==> config.mk <==
export PLATFORM = sky130hd
export DESIGN_NAME = led_sequencer
export DESIGN_NICKNAME = d
export VERILOG_FILES = /design/src/rtl/led_sequencer_pkg.sv /design/src/rtl/debounce_filter.sv /design/src/rtl/led_sequencer.sv
export SDC_FILE = /design/constraint.sdc
export NUM_CORES = 1
export LEC_CHECK = 0
export ABC_AREA = 1
export CORE_ASPECT_RATIO = 0.6
export CORE_MARGIN = 1.5
export CORE_UTILIZATION = 67
export CTS_CLUSTER_DIAMETER = 80
export DETAILED_ROUTE_END_ITERATION = 16
export GPL_TIMING_DRIVEN = 0
export PLACE_DENSITY = 0.85
export SYNTH_ARGS = -nofsm -noshare
export SYNTH_HDL_FRONTEND = slang
export SYNTH_SLANG_ARGS = --single-unit
==> constraint.sdc <==
create_clock -name i_Clk -period 4.83 [get_ports i_Clk]
set_clock_uncertainty 0.2 [all_clocks]
set_input_delay 0.7245 -clock i_Clk [delete_from_list [all_inputs] [get_ports i_Clk]]
set_output_delay 0.7245 -clock i_Clk [all_outputs]
set_load 0.01 [all_outputs]
==> src/rtl/led_sequencer_pkg.sv <==
// rtl/led_sequencer_pkg.sv - mode encodings, entry patterns and default timing for led_sequencer
package led_sequencer_pkg;

  typedef enum logic [1:0] {
    MODE_OFF    = 2'd0,
    MODE_CHASE  = 2'd1,
    MODE_BLINK  = 2'd2,
    MODE_MANUAL = 2'd3
  } mode_t;

  // Patterns are {LED_4, LED_3, LED_2, LED_1}.
  localparam logic [3:0] PAT_OFF    = 4'b0000;
  localparam logic [3:0] PAT_CHASE  = 4'b0001;
  localparam logic [3:0] PAT_BLINK  = 4'b1111;
  localparam logic [3:0] PAT_MANUAL = 4'b1000;

  localparam int DEFAULT_DEBOUNCE_LIMIT = 250000;
  localparam int DEFAULT_STEP_TICKS     = 6250000;

  function automatic mode_t next_mode(input mode_t m);
    case (m)
      MODE_OFF:    next_mode = MODE_CHASE;
      MODE_CHASE:  next_mode = MODE_BLINK;
      MODE_BLINK:  next_mode = MODE_MANUAL;
      default:     next_mode = MODE_OFF;
    endcase
  endfunction

  function automatic logic [3:0] entry_pattern(input mode_t m);
    case (m)
      MODE_CHASE:  entry_pattern = PAT_CHASE;
      MODE_BLINK:  entry_pattern = PAT_BLINK;
      MODE_MANUAL: entry_pattern = PAT_MANUAL;
      default:     entry_pattern = PAT_OFF;
    endcase
  endfunction

endpackage

==> src/rtl/debounce_filter.sv <==
// rtl/debounce_filter.sv - per-switch debouncer with a registered one-cycle release pulse
module debounce_filter #(
  parameter int DEBOUNCE_LIMIT = 250000
) (
  input  logic i_Clk,
  input  logic i_Rst_L,
  input  logic i_Raw,
  output logic o_Stable,
  output logic o_Release
);

  localparam int CW = (DEBOUNCE_LIMIT > 1) ? $clog2(DEBOUNCE_LIMIT) : 1;
  localparam logic [CW-1:0] LAST = CW'(DEBOUNCE_LIMIT - 1);

  logic [CW-1:0] count;
  logic          stable_d;

  always_ff @(posedge i_Clk) begin
    if (!i_Rst_L) begin
      o_Stable  <= 1'b0;
      stable_d  <= 1'b0;
      o_Release <= 1'b0;
      count     <= '0;
    end else begin
      stable_d  <= o_Stable;
      o_Release <= stable_d & ~o_Stable;
      // Any return to the stable level throws away the accumulated count.
      if (i_Raw == o_Stable) begin
        count <= '0;
      end else if (count == LAST) begin
        o_Stable <= i_Raw;
        count    <= '0;
      end else begin
        count <= count + 1'b1;
      end
    end
  end

endmodule

==> src/rtl/led_sequencer.sv <==
// rtl/led_sequencer.sv - Go Board LED pattern controller driven by four debounced buttons
module led_sequencer
  import led_sequencer_pkg::*;
#(
  parameter int DEBOUNCE_LIMIT = DEFAULT_DEBOUNCE_LIMIT,
  parameter int STEP_TICKS     = DEFAULT_STEP_TICKS
) (
  input  logic       i_Clk,
  input  logic       i_Rst_L,
  input  logic       i_Switch_1,
  input  logic       i_Switch_2,
  input  logic       i_Switch_3,
  input  logic       i_Switch_4,
  output logic       o_LED_1,
  output logic       o_LED_2,
  output logic       o_LED_3,
  output logic       o_LED_4,
  output logic [1:0] o_Mode,
  output logic       o_Paused
);

  localparam int CW = $clog2(STEP_TICKS);
  localparam logic [CW-1:0] SLOW_LAST = CW'(STEP_TICKS - 1);
  localparam logic [CW-1:0] FAST_LAST = CW'(STEP_TICKS / 2 - 1);

  logic [3:0]    raw;
  logic [3:0]    rel;
  logic [3:0]    unused_stable;
  mode_t         mode;
  logic [3:0]    led;
  logic          fast;
  logic          reverse;
  logic          paused;
  logic [CW-1:0] step_cnt;
  logic [CW-1:0] step_last;
  logic          running;
  logic          tick;

  assign raw = {i_Switch_4, i_Switch_3, i_Switch_2, i_Switch_1};

  for (genvar i = 0; i < 4; i++) begin : g_deb
    debounce_filter #(
      .DEBOUNCE_LIMIT(DEBOUNCE_LIMIT)
    ) u_deb (
      .i_Clk    (i_Clk),
      .i_Rst_L  (i_Rst_L),
      .i_Raw    (raw[i]),
      .o_Stable (unused_stable[i]),
      .o_Release(rel[i])
    );
  end

  always_comb begin
    step_last = fast ? FAST_LAST : SLOW_LAST;
    running   = ((mode == MODE_CHASE) || (mode == MODE_BLINK)) && !paused;
    tick      = running && (step_cnt == step_last);
  end

  always_ff @(posedge i_Clk) begin
    if (!i_Rst_L) begin
      mode     <= MODE_OFF;
      led      <= PAT_OFF;
      fast     <= 1'b0;
      reverse  <= 1'b0;
      paused   <= 1'b0;
      step_cnt <= '0;
    end else if (rel[0]) begin
      // Mode advance wins: other releases and a coincident tick are dropped.
      mode     <= next_mode(mode);
      led      <= entry_pattern(next_mode(mode));
      step_cnt <= '0;
    end else begin
      case (mode)
        MODE_CHASE, MODE_BLINK: begin
          fast    <= fast ^ rel[1];
          reverse <= reverse ^ rel[2];
          paused  <= paused ^ rel[3];
          if (rel[1] || tick) begin
            step_cnt <= '0;
          end else if (!paused) begin
            step_cnt <= step_cnt + 1'b1;
          end
          // The step uses the direction in force before any toggle this cycle.
          if (tick) begin
            if (mode == MODE_BLINK) begin
              led <= ~led;
            end else if (reverse) begin
              led <= {led[0], led[3:1]};
            end else begin
              led <= {led[2:0], led[3]};
            end
          end
        end
        MODE_MANUAL: begin
          led[3:1] <= led[3:1] ^ rel[3:1];
          step_cnt <= '0;
        end
        default: begin
          step_cnt <= '0;
        end
      endcase
    end
  end

  assign o_LED_1  = led[0];
  assign o_LED_2  = led[1];
  assign o_LED_3  = led[2];
  assign o_LED_4  = led[3];
  assign o_Mode   = mode;
  assign o_Paused = paused;

endmodule

Word level (Yosys, flattened, before mapping)
Index checks and enable logic that the tools add are counted.
{ "word_totals": {"reg_bits": 116, "in_bits": 6} }
{ "classes": {"n_addsub": 5, "eq_ne": 16, "muxes": 11, "bitwise": 20, "reduce_logical": 22} }
{ "ops": {"columns": ["operator", "count"], "rows": [
  ["$add 18x1->18 const B", 4],
  ["$eq 18x18->1 const B", 4],
  ["$add 23x1->23 const B", 1],
  ["$eq 23x23->1", 1],
  ["$mux 23", 1],
  ["$mux 4", 4],
  ["$reduce_and 2->1", 7],
  ["$pmux 4 s3", 1],
  ["$reduce_or 3->1", 4],
  ["$not 1->1", 11],
  ["$eq 2x2->1 const B", 4],
  ["$pmux 2 s3", 1],
  ["$pmux 3 s2", 1],
  ["$and 1x1->1", 4],
  ["$eq 1x1->1", 4],
  ["$eq 2x1->1 const B", 2],
  ["$mux 2", 2],
  ["$not 4->4", 1],
  ["$reduce_bool 2->1", 2],
  ["$reduce_or 4->1", 1],
  ["$ne 3x2->1 const B", 1],
  ["$reduce_bool 3->1", 1],
  ["$xor 1x1->1", 3],
  ["$xor 3x3->3", 1],
  ["other kinds (6)", 8]
]} }

Depth between registers and ports, before layout
Gate-level depths: netlist of run 1.
{ "logic_depth": {"depth_word": 7, "mapped_depth": 11, "mapped_depth_nobuf": 11} }

Hierarchy
Synthesis of run 1 repeated with hierarchy kept, for this count alone.
{ "unflattened": {"hier_cells": 921, "hier_area_um2": 6274.8} }
{ "modules_own_cells": {"columns": ["module", "instances", "cells_per_inst", "area_each_um2", "seq_area_each_um2"], "rows": [
  ["debounce_filter", 4, 151, 1049.8, 420.4],
  ["led_sequencer", 1, 317, 2075.7, 640.6]
]} }

Worst setup path after synthesis of run 1
No wires, ideal clock.
{ "synth_path": {"kind": "register -> register", "start": "register mode[0], in the netlist o_Mode[0]", "end": "register step_cnt[13]", "arrival_ps": 1532, "required_ps": 4508, "path_slack_ps": 2977, "stages_incl_launch_ff": 11, "path_buffers": 1, "path_cell_list": "dfxtp_1 > inv_1 > ha_1 > nand2_1 > nor2_1 > nand2_1 > nor2_1 > nand3_2 > nand4_4 > buf_4 > a21oi_1"} }
{ "synth_between": {"elab_chain_len": 6, "elab_cells_between_ends": 9, "cone_classes": "eq/ne: 2; bitwise: 1; reduce/logical: 6"} }
{ "synth_lines": {"columns": ["item", "line", "rtl"], "rows": [
  ["start: declaration", "led_sequencer.sv:29", "mode_t mode;"],
  ["start signal: assignment", "led_sequencer.sv:69", "mode <= next_mode(mode);"],
  ["$eq 2x1->1 or $eq 2x2->1 (tied branches)", "led_sequencer.sv:55, led_sequencer.sv:73", null],
  ["$logic_or 1x1->1", "led_sequencer.sv:55", "running = ((mode == MODE_CHASE) || (mode == MODE_BLINK)) && !paused;"],
  ["$logic_and 1x1->1", "led_sequencer.sv:55", null],
  ["$logic_and 1x1->1", "led_sequencer.sv:56", "tick = running && (step_cnt == step_last);"],
  ["$logic_or 1x1->1", "led_sequencer.sv:78", "if (rel[1] || tick) begin"],
  ["$reduce_or 4->1 (no line) *", null, null],
  ["end signal: assignment", "led_sequencer.sv:81", "step_cnt <= step_cnt + 1'b1;"],
  ["end: declaration", "led_sequencer.sv:34", "logic [CW-1:0] step_cnt;"]
]} }
Mark *: on every way between the ends. The rest lies on a longest branch, timed or not.
A chain may end at the register's enable or synchronous reset.

Worst setup path in the final report of run 1
{ "layout_path": {"start": "register led[1]", "end": "output port o_LED_2"} }
{ "layout_lines": {"columns": ["item", "line", "rtl"], "rows": [
  ["start: declaration", "led_sequencer.sv:30", "logic [3:0] led;"],
  ["start signal: assignment", "led_sequencer.sv:70", "led <= entry_pattern(next_mode(mode));"],
  ["start signal: assignment", "led_sequencer.sv:86", "led <= ~led;"],
  ["start signal: assignment", "led_sequencer.sv:88", "led <= {led[0], led[3:1]};"],
  ["end: declaration", "led_sequencer.sv:15", "output logic o_LED_2,"]
]} }
No word-level cell between the ends.

==> results.ini, run 1 <==
[run_status]
status = finished clean

[hold_path]
holdPathEnd = g_deb[0].u_deb.o_Release
hold_depth = 2
hp-start = g_deb[0].u_deb.stable_d
hold_path_class = register to register

[grt]
antenna_found_initial = 0
globalRouteTotalUtil_pct = 30.3
grt-ovfl-total = 0
grt_pass1_vias = 4861
grt_pass1_wl_um = 22000
grt_max_degree = 17

[floorplan]
die_y_um = 75.6
core.rowCount = 26
die_w_um = 124
io_pins = 13
core_um2 = 8520
fp.dieArea_um2 = 9370
start_util_pct = 69.0

[yosys]
ys_seq_area_share_pct = 39.5
synth_most_common_cell = nand2_1
yosys-top-cells-count = 165 x nand2_1, 116 x dfxtp_1, 113 x nor2_1
ys_ff_latch = 116
avgSynthCellArea_um2 = 7.24
synth_edf_count = 0
netlist_area_um2 = 5880
syn_inst = 812
post-synth-top-area-cell = dfxtp_1
yosysWarningCount = 0
synth_flop_cell = dfxtp_1
synth_nets = 828
synth_area_leaders = dfxtp_1 39%, nand2_1 11%, nor2_1 7.2%
ys_types = 40
synth_async_sr_flop_share_pct = 0
synth_top_area_share_pct = 39.5

[drt]
vias = 5433
antenna_left = 0
drtPass1Iterations = 5
drtIter0Drc = 401
wirelength_um = 13500
avgRoutedWirePerCell_um = 13.9
drc = 0
drt-vias-per-instance = 5.62

[placed_design]
dp_hpwl_um = 9530
portBuffers = 12
place_congestion = 0.890

[critical_path]
cpLargestDelayFamily = buffers and inverters
crit_slowest_cell = clkdlybuf4s50_1
slowest_delay_ps = 620
crit_arrival_ps = 1480
crit_required_ps = 3910
rrSetupSlack_ps = 2610
ff2ff_path_depth = 10
endpoint_kind = primary output
crit_chain = clkdlybuf4s50_1
crit_buf_inv = 1
startpoint_type = register
reg2reg_from = o_Mode[1]
crit_type = register to primary output
rr_endpoint = step_cnt[16]
critPathMaxFanout = 6

[layout]
n_fill_cell = 579
layout-drive-gt1-share_pct = 11.2
nNetsFinal = 859
antenna_cells = 0
area_delta_synth_final_pct = 13.9

[cts]
cts.reportedPaths.clkPinSlew_ps = 50
clk_path_buf_depth = 2
htreeDepth = 4
cts_hold_buf = 0
cts_resized = 0
clock_sinks = 116
clock-root-buffer = clkbuf_16
cts_setup_buffers = 0
clk_latency_ps = 410
cts_tree = done
numCtsBuffers = 17

[timing]
fmax_ghz = 0.415
final-setup-viol-count = 0
tightestPinTransition_ps = 505
rsz0062_at_grt = no
relSlewSlack_pct = 66.4
timing.final.crit_share_pct = 49.9
finalSetupTns_ps = 0
fin_crit_ps = 2410
final_max_slew_viol_count = 0
finalHoldViolations = 0

[power_and_ir_drop]
power_mw = 2.18
pwr_density_cell_nw_per_um2 = 326
vdd_drop_max_mv = 0.272
p_leak_nw = 2.40

[flow_run]
drv_cap = 0

## layer usage
metal | GRT usage (%) | vias to the layer above | share of wire (%)
met1 | 39.1 | 2531 | 45
met5 | 0 | - | 0
li1 | - | 2662 | -
met2 | 50.6 | 204 | 47
met4 | 13.0 | 0 | 1.8
met3 | 6.06 | 36 | 6.0
## layout by cell type (no fill, tap or decap), drive strengths merged
cell type      Yosys  final
a21boi             1      1
a21oi             46     46
a31oi              2      2
buf                6      6
bufinv             0      1
clkbuf             2     29
clkdlybuf4s50      0     12
clkinv             1      4
dfxtp            116    116
ha                10     10
inv              110    110
nand2            175    175
nand3             49     49
nand3b             4      4
nand4             25     25
nor2             135    135
nor3              44     44
nor3b              8      8
nor4               5      5
o21ai             19     19
o21bai             3      3
or2                9      9
or3                1      1
xnor2             12     12
xor2              29     29
## through the flow
step	setup WS (ps)	util, %	cell area [um^2]	hold slack (ps)	instances
6_report	2420	78.6	6700	222	967
5_1_grt	2370	78.6	6700	236	967
4_1_cts	2420	78.6	6700	222	967
3_5_place_dp	2200	72.1	6140	214	936
3_3_place_gp	2260	72.1	6140	207	936
2_1_floorplan	2980	-	5880	204	812
## registers in the layout, summed over array words and instances, names as in the netlist
| register | cells |
|---|---|
| g_deb.u_deb.count | 72 |
| step_cnt | 23 |
| g_deb.u_deb.o_Release | 4 |
| g_deb.u_deb.o_Stable | 4 |
| g_deb.u_deb.stable_d | 4 |
| led | 4 |
| o_Mode | 2 |
| fast | 1 |
| o_Paused | 1 |
| reverse | 1 |
## layout make-up
cell class | instances | area, um^2 | share of cell area, %
multi-input cells | 577 | 3070 | 45.8
flip-flops and latches | 116 | 2320 | 34.7
clock buffers | 27 | 513 | 7.66
inverters | 111 | 417 | 6.22
well taps | 112 | 140 | 2.09
repair buffers | 12 | 120 | 1.79
plain buffers | 8 | 72.6 | 1.08
clock inverters | 4 | 45.0 | 0.672
## worst max path at each step
stage	endpoint	slack [ps]	depth (start not counted)	start
floorplan	step_cnt[13]	2980	10	o_Mode[0]
global placement	g_deb[2].u_deb.count[8]	2260	6	i_Rst_L
detailed placement	g_deb[2].u_deb.count[8]	2200	6	i_Rst_L
CTS	o_LED_2	2420	1	led[1]
global route	o_Paused	2370	1	o_Paused
finish	o_LED_2	2420	1	led[1]
## tightest hold or removal path: stages (launching register included)
cell	delay (ps)
dfxtp_1	290
nand2_1	50
nor2_1	30
## logic make-up after synthesis
| kind of cell | synth area share, % |
|---|---|
| DFF | 39.5 |
| xor gates and xnor gates | 6.11 |
| AOI/OAI and AO/OA | 6.64 |
| buffers and inverters | 8.32 |
| adders and majority gates | 2.13 |
| and+or+nand+nor | 37.3 |
## power by group
group	switching (mW)	internal, mW	leakage [nW]
registers	0.00317	0.962	0.935
logic	0.0245	0.0137	1.18
clock network	0.412	0.770	0.277
total	0.439	1.75	2.40
No activity file was read; power rests on OpenSTA's default activity.
==> run 2: changes to the inputs <==
- CORE_UTILIZATION: 67 -> 62
- PLACE_DENSITY: 0.85 -> 0.8
- clock period: 4.83 -> 2.3 ns (I/O delays scaled with it)
==> results.ini, run 2 (synthesis results as in run 1) <==
[power_and_ir_drop]
pwr_density_cell_nw_per_um2 = 720
p_leak_nw = 2.42
vdd_drop_max_mv = 0.594

[critical_path]
reg2reg_from = o_Mode[0]
crit_start = o_Mode[0]
endpoint_kind = register
rrSetupSlack_ps = 150
critPathMaxFanout = 10
startpoint_type = register
crit_type = register to register
crit_required_ps = 2440
ff2ff_path_depth = 7
rr_endpoint = step_cnt[17]
slowest_delay_ps = 430
crit_slowest_cell = dfxtp_1
crit_top_cell = inv_1
crit_chain = inv_1 > ha_1 > inv_1 > nor2_2 > nand4_4 > buf_4 > nor2_1
crit_arrival_ps = 2290

[timing]
setup_slack_ps = 151
final_max_slew_viol_count = 0
finalHoldViolations = 0
final-setup-viol-count = 0
relSlewSlack_pct = 65.8
tightestPinTransition_ps = 513
fin_crit_ps = 2150
whs_ps = 218
timing.final.crit_share_pct = 93.5
rsz0062_at_grt = no
finalSetupTns_ps = 0
fmax_ghz = 0.465

[flow_run]
drv_cap = 0

[placed_design]
pre_cts_ws_ps = 81.2
dp_hpwl_um = 9000
place_congestion = 0.908
portBuffers = 12

[floorplan]
start_util_pct = 64.0
io_pins = 13
die_y_um = 78.4
die_w_um = 129
fp.dieArea_um2 = 10100
core.rowCount = 27
core_um2 = 9190

[layout]
final_cell_mix = 165 x nand2_1, 115 x dfxtp_1, 113 x nor2_1
final_common_cell = nand2_1
nNetsFinal = 859
antenna_cells = 0
top_register = g_deb.u_deb.count
reg_top3 = g_deb.u_deb.count (72), step_cnt (23)
layout-drive-gt1-share_pct = 11.7
area_delta_synth_final_pct = 15.5
largest_register_ffs = 72
utilization_pct = 73.9

[cts]
clock-root-buffer = clkbuf_16
clk_path_buf_depth = 2
htreeDepth = 4
cts_tree = done
cts_setup_buffers = 0
clock_sinks = 116
numCtsBuffers = 17
clk_latency_ps = 410
cts_hold_buf = 0
cts.reportedPaths.clkPinSlew_ps = 50

[grt]
grt_pass1_vias = 4940
antenna_found_initial = 0
globalRouteTotalUtil_pct = 27.4
grt-ovfl-total = 0
grt_max_degree = 17
grt_pass1_wl_um = 22000

[run_status]
status = finished clean

[drt]
wirelength_um = 12800
drt-vias-per-instance = 5.29
antenna_left = 0
drc = 0
drtIter0Drc = 352
drtPass1Iterations = 5
vias = 5217
avgRoutedWirePerCell_um = 13.0

[hold_path]
hold_path_class = register to register
holdPathEnd = g_deb[0].u_deb.o_Release
hp-start = g_deb[0].u_deb.stable_d
hold_depth = 2

## run 2: final cells by class
cell class	instances	area [um^2]
Tap cell	130	163
Buffer	8	72.6
Clock inverter	9	150
Sequential cell	116	2320
Inverter	111	417
Fill cell	716	2390
Timing Repair Buffer	12	120
Multi-Input combinational cell	577	3070
Clock buffer	23	478
## run 2: worst max-delay path by stage
stage                                          end  slack, ps
after floorplan                       step_cnt[13]        450
after global placement     g_deb[2].u_deb.count[8]        100
after detailed placement  g_deb[0].u_deb.count[13]         80
after CTS                             step_cnt[17]        150
after global routing                  step_cnt[17]         10
final                                 step_cnt[17]        150
## run 2: repair_timing
action	in CTS	in global routing
resized for setup	0	1
endpoints found under the setup margin	0	1
hold endpoints to repair	0	0
## run 2: worst max-delay path, delay by kind of cell, from the launching register on
| kind | cells | cell delay, ps |
|---|---|---|
| adder cells (fa/ha/maj) | 1 | 370 |
| buffers and inverters | 3 | 420 |
| flip-flops | 1 | 430 |
| AND/OR/NAND/NOR | 3 | 660 |
## run 2: power by group
| part | switching (mW) | total, mW | internal [mW] |
|---|---|---|---|
| sequential | 0.00640 | 2.03 | 2.02 |
| combinational | 0.0483 | 0.0768 | 0.0285 |
| clock | 0.899 | 2.79 | 1.89 |
| total | 0.953 | 4.89 | 3.94 |
## run 2: metrics by stage
step                std cells  instance area, um^2  total power, mW
floorplan                 812                 5880             2.12
global placement          954                 6160             2.14
detailed placement        954                 6160             2.14
CTS                       986                 6790             4.92
global route              986                 6790             5.02
finish                    986                 6790             4.89
## run 2: routing by layer
metal	global-route usage, %	routed length [um]	vias up	part of all wire [%]
li1	-	-	2663	-
met5	0	0	-	0
met3	6.54	748	22	5.8
met1	36.1	5970	2378	47
met2	43.3	5870	154	46
met4	11.2	225	0	1.8
